--- config.mk ---
export PLATFORM = sky130hd
export DESIGN_NAME = pc_update_unit
export DESIGN_NICKNAME = d
export VERILOG_FILES = /design/src/rtl/pc_update_unit_pkg.sv /design/src/rtl/branch_cond_eval.sv /design/src/rtl/pc_update_unit.sv
export SDC_FILE = /design/constraint.sdc
export NUM_CORES = 1
export LEC_CHECK = 0
export CAP_MARGIN = 20
export CORE_MARGIN = 4
export CORE_UTILIZATION = 43
export CTS_CLUSTER_SIZE = 8
export DETAILED_ROUTE_END_ITERATION = 6
export PLACE_DENSITY = 0.84
export REMOVE_ABC_BUFFERS = 1
export SYNTH_ARGS = -nofsm -noshare
export SYNTH_HDL_FRONTEND = slang
export SYNTH_SLANG_ARGS = --single-unit
--- constraint.sdc ---
create_clock -name clk -period 2.75 [get_ports clk]
set_input_delay 0.275 -clock clk [delete_from_list [all_inputs] [get_ports clk]]
set_output_delay 0.275 -clock clk [all_outputs]
set_load 0.02 [all_outputs]
--- src/rtl/pc_update_unit_pkg.sv ---
// rtl/pc_update_unit_pkg.sv - shared encodings and defaults for the PC update stage
package pc_update_unit_pkg;

    localparam logic [31:0] DEFAULT_RESET_PC = 32'h0000_0000;

    typedef enum logic [1:0] {
        BR_BEQ = 2'b00,
        BR_BNE = 2'b01,
        BR_BLE = 2'b10,
        BR_BGT = 2'b11
    } branch_op_e;

    typedef enum logic {
        ST_RUN      = 1'b0,
        ST_EXC_PEND = 1'b1
    } pc_state_e;

    function automatic logic word_aligned(input logic [1:0] lsb);
        return (lsb == 2'b00);
    endfunction

endpackage

--- src/rtl/branch_cond_eval.sv ---
// rtl/branch_cond_eval.sv - combinational branch condition from ALU flags
module branch_cond_eval
    import pc_update_unit_pkg::*;
(
    input  logic [1:0] branch_op,
    input  logic       alu_zero,
    input  logic       alu_gt,
    output logic       cond
);

    always_comb begin
        cond = 1'b0;
        case (branch_op_e'(branch_op))
            BR_BEQ:  cond = alu_zero;
            BR_BNE:  cond = !alu_zero;
            BR_BLE:  cond = alu_zero | !alu_gt;
            BR_BGT:  cond = alu_gt & !alu_zero;
            default: cond = 1'b0;
        endcase
    end

endmodule

--- src/rtl/pc_update_unit.sv ---
// rtl/pc_update_unit.sv - PC register with branch gating, EPC capture and misalign req/ack
// Optional committed-update counter enabled by PC_UPDATE_COUNT_EN.
module pc_update_unit
    import pc_update_unit_pkg::*;
#(
    parameter int unsigned          WIDTH      = 32,
    parameter logic [WIDTH-1:0]     RESET_PC   = WIDTH'(DEFAULT_RESET_PC),
    parameter int unsigned          EPC_OFFSET = 4
)
(
    input  logic             clk,
    input  logic             reset,
    input  logic [WIDTH-1:0] pc_next,
    input  logic             pc_write,
    input  logic             pc_write_cond,
    input  logic [1:0]       branch_op,
    input  logic             alu_zero,
    input  logic             alu_gt,
    input  logic             epc_write,
    input  logic             exc_ack,
    output logic [WIDTH-1:0] pc,
    output logic [WIDTH-1:0] epc,
    output logic             branch_taken,
    output logic             misalign_req,
    output logic [WIDTH-1:0] pc_wr_count
);

    pc_state_e        state_q, state_d;
    logic [WIDTH-1:0] pc_q, pc_d;
    logic [WIDTH-1:0] epc_q, epc_d;
    logic             req_q, req_d;
    logic             cond;
    logic             upd;
    logic             pc_commit;
    logic [WIDTH-1:0] epc_capture;

    branch_cond_eval u_cond (
        .branch_op (branch_op),
        .alu_zero  (alu_zero),
        .alu_gt    (alu_gt),
        .cond      (cond)
    );

    assign branch_taken = pc_write_cond & cond;
    assign upd          = pc_write | branch_taken;
    // The fetch stage has already advanced pc, so the faulting address is one word back.
    assign epc_capture  = pc_q - WIDTH'(EPC_OFFSET);

    always_comb begin
        state_d   = state_q;
        epc_d     = epc_q;
        req_d     = req_q;
        pc_commit = 1'b0;
        case (state_q)
            ST_RUN: begin
                if (upd && !word_aligned(pc_next[1:0])) begin
                    epc_d   = epc_capture;
                    req_d   = 1'b1;
                    state_d = ST_EXC_PEND;
                end else begin
                    if (epc_write) begin
                        epc_d = epc_capture;
                    end
                    pc_commit = upd;
                end
            end
            ST_EXC_PEND: begin
                // Updates are dropped until the control unit acknowledges, including the ack cycle.
                req_d = 1'b1;
                if (exc_ack) begin
                    req_d   = 1'b0;
                    state_d = ST_RUN;
                end
            end
            default: begin
                req_d   = 1'b0;
                state_d = ST_RUN;
            end
        endcase
    end

    assign pc_d = pc_commit ? pc_next : pc_q;

    always_ff @(posedge clk) begin
        if (!reset) begin
            state_q <= ST_RUN;
            pc_q    <= RESET_PC;
            epc_q   <= '0;
            req_q   <= 1'b0;
        end else begin
            state_q <= state_d;
            pc_q    <= pc_d;
            epc_q   <= epc_d;
            req_q   <= req_d;
        end
    end

`ifdef PC_UPDATE_COUNT_EN
    logic [WIDTH-1:0] cnt_q;

    always_ff @(posedge clk) begin
        if (!reset) begin
            cnt_q <= '0;
        end else if (pc_commit) begin
            cnt_q <= cnt_q + WIDTH'(1);
        end
    end

    assign pc_wr_count = cnt_q;
`else
    assign pc_wr_count = '0;
`endif

    assign pc           = pc_q;
    assign epc          = epc_q;
    assign misalign_req = req_q;

endmodule

==> results_dict.tcl, run 1 <==
set metrics [dict create \
    status "completed" \
    num_vias 2668 \
    p_int_mw 1.93 \
    layout_commonest_cell "clkdlybuf4s50_1" \
    p_seq_share_pct 40.0 \
    yosys_warnings 0 \
    first_iter_violations 66 \
    grt_usage_pct 17.2 \
    cts.sinks 66 \
    met1_usage_pct 20.5 \
    die_w_um 95.0 \
    path_clk_slew_ps 70 \
    cts_buffers 9 \
    combPwrFrac_pct 29.7 \
    gp_congestion 0.763 \
    viasPerCell 4.87 \
    cp-startpoint "pc[3]" \
    fmax_mhz 407 \
    nets 488 \
    synth.cell_area_um2 3260 \
    fin_tns_setup_ps 0 \
    grt_pass1_vias 2619 \
    wirelength_um 7650 \
    io_pins 140 \
    h-tree-depth 3 \
    areaGrowthSynthToFinish_pct 38.8 \
    p_leak_nw 1.82 \
    overflow 0 \
    insertion_delay_ps 340 \
    dp_hpwl_um 5530 \
    slew_headroom_pct 37.8 \
    grt_pass1_wl_um 12200 \
    use_met2_pct 28.7 \
    crit_arrival_ps 2680 \
    die_area_um2 9030 \
    yosys_register_bits 66 \
    wl_per_cell_um 14.0 \
    cts_hold_buf 0 \
    ctsRootBufferMaster "clkbuf_8" \
    worstHoldPathType "reg -> reg" \
    finalCritPeriodShare_pct 89.3 \
    cp_max_fo 7 \
    pwr-share-clk_pct 30.3 \
    swShare_pct 30.3 \
    p_switching_mw 0.836 \
    syn_inst 343 \
    worstSetupStartpointType "flip-flop" \
    fin_hold_ws_ps 503 \
    portBuffers 107 \
    drc 0 \
    critPathKind "reg -> reg" \
    drive_gt1_share_pct 7.35 \
    finalSetupViolations 0 \
    cp_data_required_time_ps 2970 \
    cts_tree "built" \
    post_cts_buffers 0 \
    cts_resized 0 \
    finalClockSkew_ps 6.21 \
    rows 31 \
    hold_viol 0 \
    cap_viol_max_count 0 \
    synth_flop_cell "dfxtp_1" \
    seq_area_frac_synth_pct 40.6 \
    post-route-min-period_ps 2460 \
    p_per_area_nw_per_um2 612 \
    ys_types 37 \
    drt_first_pass_iters 4 \
    antenna_found_initial 0 \
    cts_buffer_depth 2 \
    final_cell_mix "106 x clkdlybuf4s50_1, 66 x dfxtp_1, 36 x nor2b_1, 34 x mux2i_1, 32 x conb_1" \
    die_h_um 95.0 \
    ir_drop_v 0.000342 \
    synth_edf_count 0 \
    place.detailed.instances 533 \
    grt_max_degree 67 \
    async_flop_share_pct 0 \
    worstSetupEndpointType "flip-flop" \
    reg2reg_from "pc[3]" \
    initial_core_util_pct 44.6 \
    met3_usage_pct 5.92 \
    ant_nets 0 \
    coreArea_um2 7290 \
    avgSynthCellArea_um2 9.49 \
    antenna_cells 0 \
    finalNonFillerCells 548 \
    rsz0062_at_grt "no" \
    drv_slew 0 \
    hold_start "misalign_req" \
    grt_busiest_layer "met2" \
    tightest_slew_ps 932 \
]
## logic make-up after synthesis
| logic type | after synthesis | synth area share (%) |
|---|---|---|
| AOI/OAI and AO/OA | 54 | 11.2 |
| muxes | 34 | 10.5 |
| adders and majority gates | 1 | 0.384 |
| and+or+nand+nor | 104 | 19.6 |
| DFF | 66 | 40.6 |
| buffers and inverters | 58 | 11.0 |
| other | 1 | 0.115 |
| xor gates and xnor gates | 25 | 6.73 |
## stage by stage
stage / cell area (um2) / power (mW) / setup WS (ps) / util, %
floorplan: 3030 / 1.61 / -844 / -
global placement: 4320 / 1.93 / 353 / 59.2
detailed placement: 4320 / 1.95 / 276 / 59.2
CTS: 4520 / 2.79 / 274 / 62.0
global route: 4520 / 2.91 / 140 / 62.0
finish: 4520 / 2.76 / 295 / 62.0
## power groups by stage
| stage | Sequential, mW | Combinational (mW) | Clock [mW] |
|---|---|---|---|
| after global routing | 1.12 | 0.893 | 0.897 |
| final | 1.11 | 0.822 | 0.837 |
| after global placement | 1.13 | 0.810 | 0 |
| after CTS | 1.11 | 0.829 | 0.855 |
| after detailed placement | 1.13 | 0.824 | 0 |
| after floorplan | 1.22 | 0.387 | 0 |
## path summary, 6_finish.rpt
check / to / slack, ps / cells past startpoint
worst max-delay path: epc[28] / 290 / 7
worst min-delay path: misalign_req / 500 / 2
worst max register to register: epc[28] / 290 / 7
worst min register to register: misalign_req / 500 / 2
## area by class of cell
cell class	count	area (um2)
tap	99	124
inverter	3	11.3
clock inverter	2	35.0
multi-input combinational	250	1720
clock buffer	13	169
fill	641	2770
sequential	66	1320
timing repair buffer	115	1140
## critical path, stage by stage, from the launching register on
cell	delay [ps]
dfxtp_1	340
inv_1	60
ha_1	170
or3b_1	470
or4_1	760
nor4_4	290
xnor2_1	180
a21oi_2	80
## synth_stat cells (all sizes together) (2+ instances only)
cell type  count  area [um2]
nand3          7        35.0
xnor2         14         123
xor2          11        96.3
buf           43         300
or4            9        71.3
nand4b         2        17.5
nand2         15        56.3
o211a         13         130
o21ai         17        85.1
dfxtp         66        1320
nor4           5        58.8
nor2b         36         225
and3b          2        17.5
or3            5        31.3
o31ai          3        22.5
a21oi         17        88.8
clkbuf        12        45.0
nor3           8        50.1
inv            3        11.3
mux2i         34         340
nand3b         2        15.0
nor2          10        37.5
## sequential cells by signal (all words and copies together) (netlist names)
signal / cells
state_q: 1
epc: 32
pc: 32
misalign_req: 1
## metal layers
layer  share of wire [%]  vias to the layer above
met5                   0                        -
met4                 1.9                        0
met3                 7.6                       12
met2                  49                       95
met1                  42                     1237
li1                    -                     1324
Power figures use the tool's default switching activity.
==> inputs of run 2 (changes only) <==
--- a/config.mk
+++ b/config.mk
@@ -5,9 +5,10 @@
 export SDC_FILE = /design/constraint.sdc
 export NUM_CORES = 1
 export LEC_CHECK = 0
+export ABC_AREA = 1
 export CAP_MARGIN = 20
 export CORE_MARGIN = 4
-export CORE_UTILIZATION = 43
+export CORE_UTILIZATION = 44
 export CTS_CLUSTER_SIZE = 8
 export DETAILED_ROUTE_END_ITERATION = 6
 export PLACE_DENSITY = 0.84
==> run 2 against run 1 <==
Against the previous run:
- worst setup slack better by 490 ps
- synthesized cell count up 55%
- routed wire length up 26%
- count of clock-buffer cells in the layout down 1
- worst hold slack worse by 36 ps
- area after synthesis up 9.2%
- sequential cell count unchanged
- power up 3.1%
- global-route usage up 3.3 points
- via count up 36%
- utilization down 1.9 points
- critical path type is now in -> out
- critical endpoint is now branch_taken
- largest power group unchanged
==> results_dict.tcl, run 2 <==
set metrics [dict create \
    wirelength_um 9640 \
    antenna_found_initial 0 \
    cpPeakStageDelay_ps 600 \
    status "completed" \
    cp_data_required_time_ps 2480 \
    wl_per_cell_um 13.1 \
    cp_max_fo 2 \
    viasPerCell 4.94 \
    h-tree-depth 3 \
    dp_slack_ps 675 \
    cts_resized 0 \
    coreArea_um2 7810 \
    layout_commonest_cell "nor2_1" \
    grt_pass1_vias 3486 \
    fin_hold_ws_ps 468 \
    io_pins 140 \
    p_per_area_nw_per_um2 608 \
    areaGrowthSynthToFinish_pct 32.0 \
    drc 0 \
    die_h_um 97.9 \
    critPathKind "in -> out" \
    overflow 0 \
    dp_hpwl_um 7430 \
    post_cts_buffers 0 \
    cts_buffer_depth 2 \
    insertion_delay_ps 350 \
    die_w_um 97.9 \
    synthMostInstantiatedCell "nor2_1" \
    drv_slew 0 \
    final_cell_mix "140 x nor2_1, 106 x clkdlybuf4s50_1, 92 x nand2_1, 66 x dfxtp_1, 43 x inv_1" \
    initial_core_util_pct 45.5 \
    fmax_mhz 509 \
    yosys_register_bits 66 \
    ant_nets 0 \
    post-route-min-period_ps 1970 \
    fin_tns_setup_ps 0 \
    setup_slack_ps 784 \
    path_clk_slew_ps 60 \
    die_area_um2 9580 \
    crit_chain "clkdlybuf4s50_1 -> inv_1 -> nand2_2 -> nand2_1 -> nand2_1 -> nand3_2 -> inv_1 -> clkdlybuf4s50_1" \
    cts_hold_buf 0 \
    async_flop_share_pct 0 \
    synth_top_cell_by_area "dfxtp_1" \
    grt_pass1_wl_um 16200 \
    seq_area_um2 1320 \
    nets 674 \
    hold_viol 0 \
    first_iter_violations 380 \
    syn_inst 533 \
    num_vias 3641 \
    cts.sinks 66 \
    grt_max_degree 64 \
    synth.cell_area_um2 3550 \
    tightest_slew_ps 966 \
    ys_types 27 \
    drt_first_pass_iters 5 \
    rows 32 \
    ir_drop_v 0.000241 \
    fill_cells 712 \
    synth_flop_cell "dfxtp_1" \
    worstSetupStartpointType "input pin" \
    gp_congestion 0.949 \
    cts_tree "built" \
    finalCritPeriodShare_pct 71.5 \
    crit_slowest_cell "clkdlybuf4s50_1" \
    multi_input_area_um2 1810 \
    avgSynthCellArea_um2 6.67 \
    portBuffers 107 \
    p_leak_nw 2.18 \
    yosys_warnings 0 \
    finalClockSkew_ps 7.65 \
    yosysTopAreaCellShare_pct 37.2 \
    antenna_cells 0 \
    synth_edf_count 0 \
    ys_top_cells_by_count "140 x nor2_1, 92 x nand2_1, 66 x dfxtp_1" \
    synthTopCellsByArea "dfxtp_1 37%, nor2_1 15%, nand2_1 9.7%" \
    slew_headroom_pct 35.6 \
    grt_usage_pct 20.5 \
    cts_buffers 9 \
    worstHoldPathType "reg -> reg" \
    finalSetupViolations 0 \
    rsz0062_at_grt "no" \
    ctsRootBufferMaster "clkbuf_8" \
    crit_arrival_ps 1690 \
    seq_area_frac_synth_pct 37.2 \
    worstSetupEndpointType "output pin" \
    drive_gt1_share_pct 5.20 \
    final_core_util_pct 60.1 \
    cap_viol_max_count 0 \
]
run 2: changes by cell type after synthesis, moves of 5 or more:
cell      before  now
or3_1          5    0
o211a_1       13    0
xnor2_1       14    3
mux2i_1       34    0
or4_1          8    0
o21ai_0       17   31
nand3_1        7   41
nand4_1        0    7
clkbuf_1      12    4
nor2b_1       36    0
nand2_1       15   92
inv_1          3   43
nor2_1        10  140
run 2: power breakdown:
part / switching (mW) / leakage (nW) / internal [mW]
combinational: 0.596 / 1.54 / 0.405
sequential: 0.0762 / 0.544 / 1.05
clock: 0.353 / 0.0920 / 0.367
run 2: cells by family (layout without fill, tap and decap cells):
family	count (synthesis)	count (layout)	synth area share, %
AOI/OAI and AO/OA	52	52	7.67
other	1	32	0.105
and+or+nand+nor	297	297	35.2
xor gates and xnor gates	18	18	4.44
buffers and inverters	98	169	15.1
DFF	66	66	37.2
adders and majority gates	1	1	0.352
run 2: per-layer routing:
| metal | part of all wire, % | track usage, % | wire length (um) | vias to the layer above |
|---|---|---|---|---|
| met5 | 0 | 0 | 0 | - |
| met4 | 2.8 | 10.3 | 268 | 0 |
| met3 | 6.9 | 3.79 | 667 | 29 |
| met2 | 50 | 36.5 | 4820 | 171 |
| met1 | 40 | 23.2 | 3880 | 1646 |
| li1 | - | - | - | 1795 |
run 2: critical path: cells and delay by family:
family | cells | cell delay, ps
simple gates | 4 | 250
buf+inv | 4 | 1170
run 2: layout make-up:
cell class	instances	share of cell area (%)
clock buffers	12	3.31
clock inverters	3	0.320
inverters	43	3.44
multi-input cells	400	38.7
flip-flops and latches	66	28.2
well taps	102	2.72
repair buffers	111	23.4
run 2: worst paths after layout:
check             startpoint      endpoint  slack (ps)  cells after the start
setup / recovery      alu_gt  branch_taken         780                      8
setup reg to reg       pc[2]       epc[18]        1120                      9
hold / removal       epc[19]       epc[19]         470                      2
hold reg to reg      epc[19]       epc[19]         470                      2
run 2: stage by stage:
stage,power [mW],std cells,cell area [um2]
after floorplan,1.75,509,3300
after global placement,2.11,722,4520
after detailed placement,2.14,722,4520
after CTS,2.85,737,4690
after global routing,3.02,737,4690
final,2.85,737,4690
